==> src/rtl/controle_placar.sv <==
// -----------------------------------------------------------------------------
// controle_placar
//
// Sequencing controller for the scoreboard digit-packing path. Point requests
// from team A and team B are arbitrated round-robin. Each granted request adds
// its points one at a time to that team's two-digit BCD score, which saturates
// at MAX_SCORE_TENS/9. The four score digits are time-multiplexed onto the
// packing path's nibble inputs: units in slot 0, tens in slot 1.
//
// Handshake: a requester raises req_x with pts_x stable and holds both until
// it sees ack_x high for one cycle. The requester drops req_x on the clock
// edge that ends the ack cycle. The controller returns to IDLE on that same
// edge, so a dropped request is never granted a second time.
//
// Ports:
//   clk    in   1  system clock, rising edge
//   rst_n  in   1  asynchronous active-low reset
//   clear  in   1  synchronous score clear (aborts any transaction, no ack)
//   req_a  in   1  team A point request
//   pts_a  in   2  team A points (0..3)
//   req_b  in   1  team B point request
//   pts_b  in   2  team B points (0..3)
//   ack_a  out  1  one-cycle acknowledge to team A
//   ack_b  out  1  one-cycle acknowledge to team B
//   busy   out  1  high while the FSM is in ADD or ACK
//   n1     out  4  team A digit for the current scan slot
//   n2     out  4  team B digit for the current scan slot
//   slot   out  1  current scan slot (0 = units, 1 = tens)
// -----------------------------------------------------------------------------
module controle_placar #(
    parameter int SCAN_DIV       = 4,
    parameter int MAX_SCORE_TENS = 9
) (
    input  logic       clk,
    input  logic       rst_n,
    input  logic       clear,
    input  logic       req_a,
    input  logic [1:0] pts_a,
    input  logic       req_b,
    input  logic [1:0] pts_b,
    output logic       ack_a,
    output logic       ack_b,
    output logic       busy,
    output logic [3:0] n1,
    output logic [3:0] n2,
    output logic       slot
);

    typedef enum logic [1:0] {
        IDLE = 2'd0,
        ADD  = 2'd1,
        ACK  = 2'd2
    } state_t;

    // The counter is kept at least one bit wide so that SCAN_DIV = 1 still
    // elaborates. In that case the counter wraps on every cycle.
    localparam int               CNT_W    = (SCAN_DIV > 1) ? $clog2(SCAN_DIV) : 1;
    localparam logic [CNT_W-1:0] CNT_LAST = CNT_W'(SCAN_DIV - 1);
    localparam logic [3:0]       TENS_MAX = 4'(MAX_SCORE_TENS);

    // ------------------------------------------------------------------
    // State
    // ------------------------------------------------------------------
    state_t           r_state;
    logic             r_ptr;        // round-robin pointer: 0 = A first, 1 = B first
    logic             r_side;       // granted side: 0 = A, 1 = B
    logic [1:0]       r_remaining;  // points still to add in this transaction
    logic [3:0]       r_a_units;
    logic [3:0]       r_a_tens;
    logic [3:0]       r_b_units;
    logic [3:0]       r_b_tens;
    logic             r_ack_a;
    logic             r_ack_b;
    logic             r_busy;
    logic [CNT_W-1:0] r_scan_cnt;
    logic             r_slot;
    logic [3:0]       r_n1;
    logic [3:0]       r_n2;

    // ------------------------------------------------------------------
    // Arbitration
    // ------------------------------------------------------------------
    logic       w_req_any;
    logic       w_grant_b;
    logic [1:0] w_grant_pts;

    always_comb begin
        w_req_any   = req_a | req_b;
        // When both teams request, the side selected by the pointer wins.
        // When only one team requests, that team wins.
        w_grant_b   = req_b & (~req_a | r_ptr);
        w_grant_pts = w_grant_b ? pts_b : pts_a;
    end

    // ------------------------------------------------------------------
    // BCD increment of the granted team's score
    // ------------------------------------------------------------------
    logic [3:0] w_cur_units;
    logic [3:0] w_cur_tens;
    logic       w_sat;
    logic [3:0] w_inc_units;
    logic [3:0] w_inc_tens;

    always_comb begin
        w_cur_units = r_side ? r_b_units : r_a_units;
        w_cur_tens  = r_side ? r_b_tens  : r_a_tens;
        w_sat       = (w_cur_tens == TENS_MAX) && (w_cur_units == 4'd9);
        w_inc_units = w_cur_units;
        w_inc_tens  = w_cur_tens;
        if (!w_sat) begin
            if (w_cur_units == 4'd9) begin
                w_inc_units = 4'd0;
                w_inc_tens  = w_cur_tens + 4'd1;
            end else begin
                w_inc_units = w_cur_units + 4'd1;
            end
        end
    end

    // ------------------------------------------------------------------
    // Scan sequencing
    // ------------------------------------------------------------------
    logic w_scan_wrap;
    logic w_slot_nxt;

    always_comb begin
        w_scan_wrap = (r_scan_cnt == CNT_LAST);
        w_slot_nxt  = w_scan_wrap ? ~r_slot : r_slot;
    end

    // ------------------------------------------------------------------
    // Sequential logic: scan, FSM, scores and registered outputs
    // ------------------------------------------------------------------
    always_ff @(posedge clk or negedge rst_n) begin
        if (!rst_n) begin
            r_state     <= IDLE;
            r_ptr       <= 1'b0;
            r_side      <= 1'b0;
            r_remaining <= 2'd0;
            r_a_units   <= 4'd0;
            r_a_tens    <= 4'd0;
            r_b_units   <= 4'd0;
            r_b_tens    <= 4'd0;
            r_ack_a     <= 1'b0;
            r_ack_b     <= 1'b0;
            r_busy      <= 1'b0;
            r_scan_cnt  <= '0;
            r_slot      <= 1'b0;
            r_n1        <= 4'd0;
            r_n2        <= 4'd0;
        end else begin
            // The scan keeps running through clear and through transactions.
            // The nibbles are refreshed on every cycle, so a new score is shown
            // within the slot that follows the increment.
            r_scan_cnt <= w_scan_wrap ? '0 : r_scan_cnt + CNT_W'(1);
            r_slot     <= w_slot_nxt;
            r_n1       <= w_slot_nxt ? r_a_tens : r_a_units;
            r_n2       <= w_slot_nxt ? r_b_tens : r_b_units;

            if (clear) begin
                // Abort any transaction silently. The pointer is not changed,
                // so a request that is still held is served again once clear
                // is released.
                r_a_units <= 4'd0;
                r_a_tens  <= 4'd0;
                r_b_units <= 4'd0;
                r_b_tens  <= 4'd0;
                r_state   <= IDLE;
                r_ack_a   <= 1'b0;
                r_ack_b   <= 1'b0;
                r_busy    <= 1'b0;
            end else begin
                case (r_state)
                    IDLE: begin
                        r_ack_a <= 1'b0;
                        r_ack_b <= 1'b0;
                        if (w_req_any) begin
                            r_side      <= w_grant_b;
                            r_remaining <= w_grant_pts;
                            r_busy      <= 1'b1;
                            if (w_grant_pts == 2'd0) begin
                                // With zero points, go straight to the
                                // acknowledge in the next cycle.
                                r_state <= ACK;
                                r_ack_a <= ~w_grant_b;
                                r_ack_b <= w_grant_b;
                            end else begin
                                r_state <= ADD;
                            end
                        end else begin
                            r_busy <= 1'b0;
                        end
                    end

                    ADD: begin
                        // At saturation the increment has no effect, but the
                        // cycle is still counted against the remaining points.
                        if (r_side) begin
                            r_b_units <= w_inc_units;
                            r_b_tens  <= w_inc_tens;
                        end else begin
                            r_a_units <= w_inc_units;
                            r_a_tens  <= w_inc_tens;
                        end
                        r_remaining <= r_remaining - 2'd1;
                        if (r_remaining == 2'd1) begin
                            r_state <= ACK;
                            r_ack_a <= ~r_side;
                            r_ack_b <= r_side;
                        end
                    end

                    ACK: begin
                        r_ack_a <= 1'b0;
                        r_ack_b <= 1'b0;
                        r_busy  <= 1'b0;
                        r_ptr   <= ~r_ptr;
                        r_state <= IDLE;
                    end

                    default: begin
                        r_ack_a <= 1'b0;
                        r_ack_b <= 1'b0;
                        r_busy  <= 1'b0;
                        r_state <= IDLE;
                    end
                endcase
            end
        end
    end

    assign ack_a = r_ack_a;
    assign ack_b = r_ack_b;
    assign busy  = r_busy;
    assign n1    = r_n1;
    assign n2    = r_n2;
    assign slot  = r_slot;

endmodule

==> config.mk <==
export PLATFORM = sky130hd
export DESIGN_NAME = controle_placar
export DESIGN_NICKNAME = d
export VERILOG_FILES = /design/src/rtl/controle_placar.sv
export SDC_FILE = /design/constraint.sdc
export NUM_CORES = 1
export LEC_CHECK = 0
export ABC_AREA = 1
export CELL_PAD_IN_SITES_DETAIL_PLACEMENT = 0
export CELL_PAD_IN_SITES_GLOBAL_PLACEMENT = 1
export CORE_ASPECT_RATIO = 0.9
export CORE_UTILIZATION = 25
export DETAILED_ROUTE_END_ITERATION = 6
export PLACE_DENSITY_LB_ADDON = 0.1
export SYNTH_ARGS = -nofsm -noshare
export SYNTH_HDL_FRONTEND = slang
export SYNTH_SLANG_ARGS = --single-unit
==> constraint.sdc <==
create_clock -name clk -period 1.7 [get_ports clk]
set_input_delay 0.255 -clock clk [delete_from_list [all_inputs] [get_ports clk]]
set_output_delay 0.255 -clock clk [all_outputs]
set_load 0.01 [all_outputs]
==> flow_metrics.env <==
export IMPL_status="complete, no violations"
export IMPL_critical_path_top_delay_family="flip-flops"
export IMPL_synth_top_area_share_pct=46.8
export IMPL_final_nets=303
export IMPL_worstReg2RegEnd="r_b_tens[2]"
export IMPL_cts_root_buffer="clkbuf_8"
export IMPL_die_area_um2=8050
export IMPL_clkSlewWorstSetupHoldPaths_ns=0.07
export IMPL_reg2regPathDepth=10
export IMPL_wl_mm=4.92
export IMPL_drv_cap=0
export IMPL_rsz0062_at_grt="true"
export IMPL_p_leak_nw=1.25
export IMPL_cts_max_level=2
export IMPL_synthTopCellsByCount="nand2_1 (89), dfrtp_1 (36), inv_1 (33), o21ai_0 (22), nor2_1 (18)"
export IMPL_grt_first_pass_wirelength_mm=8.08
export IMPL_firstDrtPassIters=4
export IMPL_crit_start="r_side"
export IMPL_antenna_cells=0
export IMPL_wl_per_cell_um=12.8
export IMPL_slew_violations=0
export IMPL_endpoint_kind="flop"
export IMPL_crit_buf_inv=3
export IMPL_max_stage_delay_ns=0.46
export IMPL_finalSetupViolations=0
export IMPL_startpoint_type="flop"
export IMPL_grt_overflow_total=0
export IMPL_crit_type="reg2reg"
export IMPL_cts_tree="done"
export IMPL_tightest_slew_ns=0.441
export IMPL_synthArstFlopShare_pct=100
export IMPL_grt_usage_pct=13.4
export IMPL_r2r_slack_ns=0.12
export IMPL_whs_endpoint="r_scan_cnt[0]"
export IMPL_cp_cell_sequence="inv_2 -> nand2_1 -> nand2_1 -> inv_1 -> ha_1 -> nand3_2 -> inv_1 -> a21oi_1 -> nand3_1 -> nand2_1"
export IMPL_syn_inst=253
export IMPL_cp_slowest_cell="dfrtp_2"
export IMPL_finalCritPeriodShare_pct=92.7
export IMPL_avgViaCountPerCell=4.33
export IMPL_hold_viol_final=0
export IMPL_hold_path_class="reg2reg"
export IMPL_place_ws_ns=-0.0275
export IMPL_fp_dieH_um=85.2
export IMPL_synth_seq_cells=36
export IMPL_setup_tns_ns=0
export IMPL_synth_edf_count=0
export IMPL_cts_sinks=36
export IMPL_cp_max_fo=6
export IMPL_cts_made_buffers=5
export IMPL_pin_count=21
export IMPL_seq_area_frac_synth_pct=46.8
export IMPL_core_um2=7260
export IMPL_slew_limit_headroom_pct=70.6
export IMPL_crit_required_ns=1.92
export IMPL_syn_num_nets=266
export IMPL_drt_initial_drc_count=87
export IMPL_portBuffers=20
export IMPL_fin_ws_ns=0.125
export IMPL_synth_warnings=0
export IMPL_final_antenna_net_count=0
export IMPL_synth_area_leaders="dfrtp_1 (47%), nand2_1 (17%), inv_1 (6.4%)"
export IMPL_synth_area_leader_cell="dfrtp_1"
export IMPL_synth_flop_cell="dfrtp_1"
export IMPL_drc=0
export IMPL_postSynthAreaPerCell_um2=7.60
export IMPL_post_cts_repair_setup_buffers=0
export IMPL_die_w_um=94.5
export IMPL_worstReg2RegStart="r_side"
export IMPL_first_global_vias=1621
export IMPL_gp_congestion=0.762
export IMPL_rows=29
export IMPL_insertion_delay_ns=0.28
export IMPL_min_from="r_scan_cnt[0]"
export IMPL_max_freq_ghz=0.635
export IMPL_path_common_cell="nand2_1"
export IMPL_synth_cell_types=25
export IMPL_dp_hpwl_mm=3.77
export IMPL_peakVddDrop_uv=327
export IMPL_num_vias=1662
export IMPL_powerDensity_nw_per_um2=1300
export IMPL_netlist_area_um2=1920
export IMPL_clockBufferDepth=2
export IMPL_fin_cells=384
export IMPL_clock_skew_ns=0.00550
export IMPL_post_route_min_period_ns=1.58
export IMPL_worst_ep_arrival_time_ns=1.80
export IMPL_layout_drive_gt1_share_pct=12.7
export IMPL_grt_max_degree=20
export IMPL_syn2layout_area_growth_pct=26.0
export IMPL_whs_path_depth=1
export IMPL_antenna_found_initial=0
export IMPL_place_inst=375
export IMPL_yosysMostFrequentCell="nand2_1"
export IMPL_start_util_pct=26.5
-- layout by cell type (no fill, tap or decap), types with 2 or more instances in the layout --
cell             count
nand2_1             89
dfrtp_1             35
inv_1               33
o21ai_0             22
clkdlybuf4s50_1     19
nor2_1              18
buf_4               14
nand3_1             13
nand2_2              7
nand4_1              7
clkbuf_8             6
a21oi_1              4
ha_1                 4
xor2_1               2
nor3_1               2
clkbuf_1             2
-- worst reg2reg max path, delay by kind of cell, from the launching register on --
| kind | cells | cell delay [ns] |
|---|---|---|
| DFF | 1 | 0.46 |
| AOI/OAI and AO/OA | 1 | 0.20 |
| adders and majority gates | 1 | 0.19 |
| and+or+nand+nor | 5 | 0.43 |
| buffers and inverters | 3 | 0.24 |
-- where the power goes --
| part | switching [mW] | total [mW] | internal (mW) |
|---|---|---|---|
| Combinational | 0.740 | 1.26 | 0.524 |
| Clock | 0.306 | 0.637 | 0.331 |
| Sequential | 0.157 | 1.24 | 1.09 |
| Total | 1.20 | 3.15 | 1.94 |
-- registers in the layout, indices dropped and copies added (netlist names) --
| name | count |
|---|---|
| n2 | 4 |
| ack_a | 1 |
| r_a_units | 4 |
| r_b_units | 4 |
| r_state | 2 |
| r_remaining | 2 |
| ack_b | 1 |
| n1 | 4 |
| r_b_tens | 4 |
| r_ptr | 1 |
| r_side | 1 |
| busy | 1 |
| r_a_tens | 4 |
| r_scan_cnt | 2 |
| slot | 1 |
-- metrics by stage --
step                      total power, mW  area (um^2)  hold WS (ns)  utilization, %
after floorplan                      1.99         1920       -0.0406               -
after global placement               2.53         2310         0.223            31.9
after detailed placement             2.52         2310         0.229            31.9
after CTS                            3.17         2410         0.439            33.3
after global routing                 3.41         2420         0.469            33.4
final                                3.15         2420         0.434            33.4
-- cell type report --
class | instances | area, um^2
multi-input combinational | 177 | 857
fill | 809 | 4830
inverter | 34 | 128
clock buffer | 8 | 90.1
sequential | 36 | 902
tap | 93 | 116
timing repair buffer | 36 | 330
-- metal layers --
layer / vias to the layer above / global-route usage (%) / share of wire, %
met5: - / 0 / 0
li1: 864 / - / -
met4: 0 / 2.89 / 0.59
met2: 37 / 19.1 / 40
met1: 759 / 20.4 / 55
met3: 2 / 3.23 / 4.0
-- worst max path at each step --
stage	endpoint	cells past startpoint	slack [ns]
2_1_floorplan	r_a_tens[2]	9	0.28
3_3_place_gp	r_state[1]	9	0.009
3_5_place_dp	ack_b	7	-0.03
4_1_cts	r_b_units[0]	10	0.08
5_1_grt	r_a_tens[2]	10	-0.01
6_report	r_b_tens[2]	10	0.12
-- kinds of logic (layout without fill, tap and decap cells) --
group / after synthesis / in the layout / share of synthesized area (%)
buffers and inverters: 40 / 78 / 8.98
XOR/XNOR: 2 / 2 / 0.911
adder cells (fa/ha/maj): 4 / 4 / 2.60
flip-flops: 36 / 36 / 46.8
AO/OA/AOI/OAI: 30 / 30 / 8.26
AND/OR/NAND/NOR: 140 / 140 / 31.8
multiplexers: 1 / 1 / 0.586
-- what timing repair did --
item,CTS,global route
hold endpoints to repair,17,0
hold buffers,1,0
gates resized for setup,0,2
setup endpoints to repair,0,7
No activity file was read; power rests on OpenSTA's default activity.
